## src/rtl/serial_adder_pkg.sv

```systemverilog
// Shared definitions for the bit-serial adder: state encoding and counter sizing.
package serial_adder_pkg;

    localparam logic [1:0] IDLE  = 2'd0;
    localparam logic [1:0] SHIFT = 2'd1;
    localparam logic [1:0] DONE  = 2'd2;

    typedef enum logic [1:0] {
        ST_IDLE  = IDLE,
        ST_SHIFT = SHIFT,
        ST_DONE  = DONE
    } state_e;

    // Bit counter width: max(1, clog2(width)) so WIDTH=1 still gets a real flop.
    function automatic int cnt_width(input int width);
        if ($clog2(width) < 1) begin
            return 1;
        end else begin
            return $clog2(width);
        end
    endfunction

endpackage

```

## src/rtl/adder1.sv

```systemverilog
// One-bit full adder cell; purely combinational.
module adder1 (
    input  logic a,
    input  logic b,
    input  logic cin,
    output logic sum,
    output logic cout
);

    assign sum  = a ^ b ^ cin;
    assign cout = (a & b) | (a & cin) | (b & cin);

endmodule

```

## src/rtl/serial_adder.sv

```systemverilog
// Bit-serial WIDTH-bit adder: one adder1 cell, registered carry, LSB-first shifting,
// one-cycle done pulse when sum/cout are valid.
module serial_adder
    import serial_adder_pkg::*;
#(
    parameter int WIDTH = 8
) (
    input  logic             clk,
    input  logic             rst,
    input  logic             start,
    input  logic [WIDTH-1:0] a,
    input  logic [WIDTH-1:0] b,
    input  logic             cin,
    output logic             busy,
    output logic             done,
    output logic [WIDTH-1:0] sum,
    output logic             cout
);

    localparam int             CW       = cnt_width(WIDTH);
    localparam logic [CW-1:0]  CNT_LAST = CW'(WIDTH - 1);

    state_e           state_q, state_d;
    logic [WIDTH-1:0] a_q, a_d;
    logic [WIDTH-1:0] b_q, b_d;
    logic [WIDTH-1:0] sum_q, sum_d;
    logic             carry_q, carry_d;
    logic [CW-1:0]    cnt_q, cnt_d;
    logic             busy_q, busy_d;
    logic             done_q, done_d;

    logic             fa_sum_s;
    logic             fa_cout_s;
    logic [WIDTH-1:0] sum_shift_s;

    adder1 u_adder1 (
        .a    (a_q[0]),
        .b    (b_q[0]),
        .cin  (carry_q),
        .sum  (fa_sum_s),
        .cout (fa_cout_s)
    );

    // New result bit enters at the MSB; a one-bit adder has nothing to shift down.
    generate
        if (WIDTH == 1) begin : g_sum_w1
            assign sum_shift_s = fa_sum_s;
        end else begin : g_sum_wn
            assign sum_shift_s = {fa_sum_s, sum_q[WIDTH-1:1]};
        end
    endgenerate

    // Next-state, datapath and output-flag computation.
    always_comb begin
        state_d = state_q;
        a_d     = a_q;
        b_d     = b_q;
        sum_d   = sum_q;
        carry_d = carry_q;
        cnt_d   = cnt_q;
        case (state_q)
            ST_IDLE: begin
                if (start) begin
                    a_d     = a;
                    b_d     = b;
                    carry_d = cin;
                    sum_d   = {WIDTH{1'b0}};
                    cnt_d   = {CW{1'b0}};
                    state_d = ST_SHIFT;
                end else begin
                    state_d = ST_IDLE;
                end
            end
            ST_SHIFT: begin
                sum_d   = sum_shift_s;
                a_d     = a_q >> 1'b1;
                b_d     = b_q >> 1'b1;
                carry_d = fa_cout_s;
                cnt_d   = cnt_q + CW'(1);
                if (cnt_q == CNT_LAST) begin
                    state_d = ST_DONE;
                end else begin
                    state_d = ST_SHIFT;
                end
            end
            ST_DONE: begin
                state_d = ST_IDLE;
            end
            default: begin
                state_d = ST_IDLE;
            end
        endcase
        // Flags are flopped from the next state so outputs come straight off registers.
        busy_d = (state_d != ST_IDLE);
        done_d = (state_d == ST_DONE);
    end

    // State and datapath registers with synchronous reset.
    always_ff @(posedge clk) begin
        if (rst) begin
            state_q <= ST_IDLE;
            a_q     <= {WIDTH{1'b0}};
            b_q     <= {WIDTH{1'b0}};
            sum_q   <= {WIDTH{1'b0}};
            carry_q <= 1'b0;
            cnt_q   <= {CW{1'b0}};
            busy_q  <= 1'b0;
            done_q  <= 1'b0;
        end else begin
            state_q <= state_d;
            a_q     <= a_d;
            b_q     <= b_d;
            sum_q   <= sum_d;
            carry_q <= carry_d;
            cnt_q   <= cnt_d;
            busy_q  <= busy_d;
            done_q  <= done_d;
        end
    end

    assign busy = busy_q;
    assign done = done_q;
    assign sum  = sum_q;
    assign cout = carry_q;

endmodule

```

## config.mk

```make
export PLATFORM = sky130hd
export DESIGN_NAME = serial_adder
export DESIGN_NICKNAME = d
export VERILOG_FILES = /design/src/rtl/serial_adder_pkg.sv /design/src/rtl/adder1.sv /design/src/rtl/serial_adder.sv
export SDC_FILE = /design/constraint.sdc
export NUM_CORES = 1
export LEC_CHECK = 0
export CAP_MARGIN = 30
export CORE_MARGIN = 4
export CORE_UTILIZATION = 50
export CTS_CLUSTER_SIZE = 25
export DETAILED_ROUTE_END_ITERATION = 8
export PLACE_DENSITY = 0.89
export SLEW_MARGIN = 20
export SYNTH_ARGS = -nofsm -noshare
export SYNTH_HDL_FRONTEND = slang
export SYNTH_SLANG_ARGS = --single-unit
```

## constraint.sdc

```tcl
create_clock -name clk -period 2.4 [get_ports clk]
set_input_delay 0.36 -clock clk [delete_from_list [all_inputs] [get_ports clk]]
set_output_delay 0.36 -clock clk [all_outputs]
set_load 0.03 [all_outputs]
```

==> flow_summary.yaml <==
worst_setup_path:
  end_kind: "output port"
  cp_slowest_cell: "clkdlybuf4s50_1"
  critical_path.top_delay_family: "buffers and inverters"
  cp.depth: 1
  path_buf_inv: 1
  reg2reg_from: "state_q[0]"
  crit_fanout: 3
  cp_slowest_stage_delay_ps: 680
  r2r-end: "b_q[1]"
  worstPathCellList: "clkdlybuf4s50_1"
  rr_worst_depth: 3
  crit_path_start_kind: "register"
  arrival_ps: 1380
  cp.required_ps: 2040
  criticalPathCategory: "reg -> out"
  r2r_slack_ps: 950
synth:
  synth_xor_area_share_pct: 0
  synth_top_family_by_area: "compound AO/OA/AOI/OAI gates"
  syn_area_per_cell_um2: 9.96
  ys.flop_type: "dfxtp_1"
  yosys_warnings: 0
  synth_area_mm2: 0.00132
  synth_cell_type_count: 20
  synth_nets: 155
  synth_edf_count: 0
  synth_area_leaders: "dfxtp_1 49%, mux2i_1 13%, a211oi_1 8.6%"
  ys_ff_latch: 32
  syn_inst: 132
  yosysTopAreaCell: "dfxtp_1"
  synth_top_area_share_pct: 48.7
  synth_compound_area_share_pct: 16.8
  seq_area_frac_synth_pct: 48.7
  async_flop_share_pct: 0
  synthMuxAreaShare_pct: 12.9
  synthSimpleGateAreaFrac_pct: 11.3
  yosysMostFrequentCell: "dfxtp_1"
  synthAdderAreaFrac_pct: 3.43
  synth_common_cells: "32 x dfxtp_1, 29 x nor2_1, 17 x mux2i_1"
detailed_routing:
  drt_iter0_drc: 45
  ant_nets: 0
  drtPass1Iterations: 4
  vias: 1039
  wl_um: 2610
  wire_per_inst_um: 13.5
  viasPerCell: 5.38
  drc: 0
timing:
  period_share_pct: 72.7
  clock_skew_ps: 11.5
  fin_ws_ps: 655
  whs_ps: 507
  tns_ps: 0
  fin_crit_ps: 1740
  hold_viol_final: 0
  drv_slew: 0
  fmax_ghz: 0.573
  setup_violations: 0
  worst_slew_pin_slew_ps: 636
  rsz0062_at_grt: "no"
  slew_headroom_pct: 57.5
die:
  rows: 18
  ioPinCount: 31
  die_h_um: 59.3
  floorplan.initialDensity_pct: 52.6
  core_mm2: 0.00250
  die_w_um: 59.3
  dieArea_mm2: 0.00351
status:
  run_status: "complete, no violations"
clock_network:
  postCtsSetupRepairBufs: 0
  cts_tree: "yes"
  cts-root-buf: "clkbuf_4"
  cts_made_buffers: 5
  cts_resized: 0
  h-tree-depth: 2
  clk_pin_slew_worst_paths_ps: 100
  cts_sinks: 32
  clk_latency_ps: 330
  postCtsHoldBufs: 0
  cts_buffer_depth: 2
finish:
  synthToLayoutAreaGrowth_pct: 27.9
  finalNonFillerCells: 193
  antennaDiodeCount: 0
  fin_nets: 185
  drive_above_1_share_pct: 6.75
power_and_ir_drop:
  p_leak_nw: 0.661
  powerDensity_mw_per_mm2: 676
  total_power_w: 0.00114
  ir_drop_v: 0.000572
place:
  gp_congestion: 0.733
  dp_hpwl_um: 1900
  place_ws_ps: 524
  port_buffers: 30
  dpl.cell_count: 185
hold_path:
  min_from: "b_q[2]"
  worstHoldPathType: "reg -> reg"
  hold_depth: 2
  min_to: "b_q[2]"
run:
  maxCapViolCount: 0
grt:
  grt_pass1_wl_um: 4480
  grt.total_usage_pct: 17.2
  grt_max_degree: 33
  antenna_found_initial: 0
  grt_pass1_vias: 989
  overflow: 0
metal layers:
layer / track usage (%) / part of all wire (%) / up-vias
met2: 28.5 / 48 / 31
met4: 5.83 / 1.2 / 0
met5: 0 / 0 / -
li1: - / - / 526
met3: 6.32 / 7.5 / 3
met1: 20.4 / 43 / 479
how the worst max path moves through the flow:
stage                     endpoint  slack [ps]   start
after floorplan             sum[7]         950    cout
after detailed placement    b_q[1]         520   start
after global placement      a_q[2]         650   start
after CTS                     cout         630    cout
final                       sum[7]         660  sum[7]
after global routing          cout         580    cout
cell type report:
cell class	instances	area, um^2
clock inverters	2	35.0
inverters	5	18.8
multi-input cells	85	586
well taps	30	37.5
flip-flops and latches	32	641
clock buffers	6	41.3
repair buffers	33	323
fillers	210	818
report_power, final:
part	internal, W	leakage [nW]	total, W	switching (W)
Sequential	0.000561	0.263	0.000580	0.0000185
Clock	0.000218	0.0422	0.000399	0.000181
Combinational	0.0000807	0.356	0.000157	0.0000767
Total	0.000860	0.661	0.00114	0.000276
cell families after synthesis:
logic type	count (synthesis)
multiplexers	17
flip-flops	32
AND/OR/NAND/NOR	36
adder cells (fa/ha/maj)	3
buffers and inverters	15
AO/OA/AOI/OAI	29
cell usage in the layout (no fill, tap or decap), drive strengths merged:
master and n:
dfxtp 32, clkdlybuf4s50 30, nor2 29, mux2i 17
a211oi 15, a22oi 11, clkbuf 6, inv 5
nor3 4, buf 3, ha 2, o21ba 1
o21bai 1, nor3b 1, nand2b 1, a2bb2oi 1
nor2b 1, fa 1, clkinv 1, bufinv 1
per-stage QoR:
stage	area [um^2]	utilization, %
finish	1680	67.3
global route	1680	67.3
floorplan	1320	-
global placement	1610	64.2
CTS	1680	67.3
detailed placement	1610	64.2
sequential cells by signal, indices dropped and copies added, names as in the netlist:
signal	cells
a_q	8
b_q	8
busy	1
cnt_q	3
cout	1
done	1
state_q	2
sum	8
(Power assumes the default switching activity.)
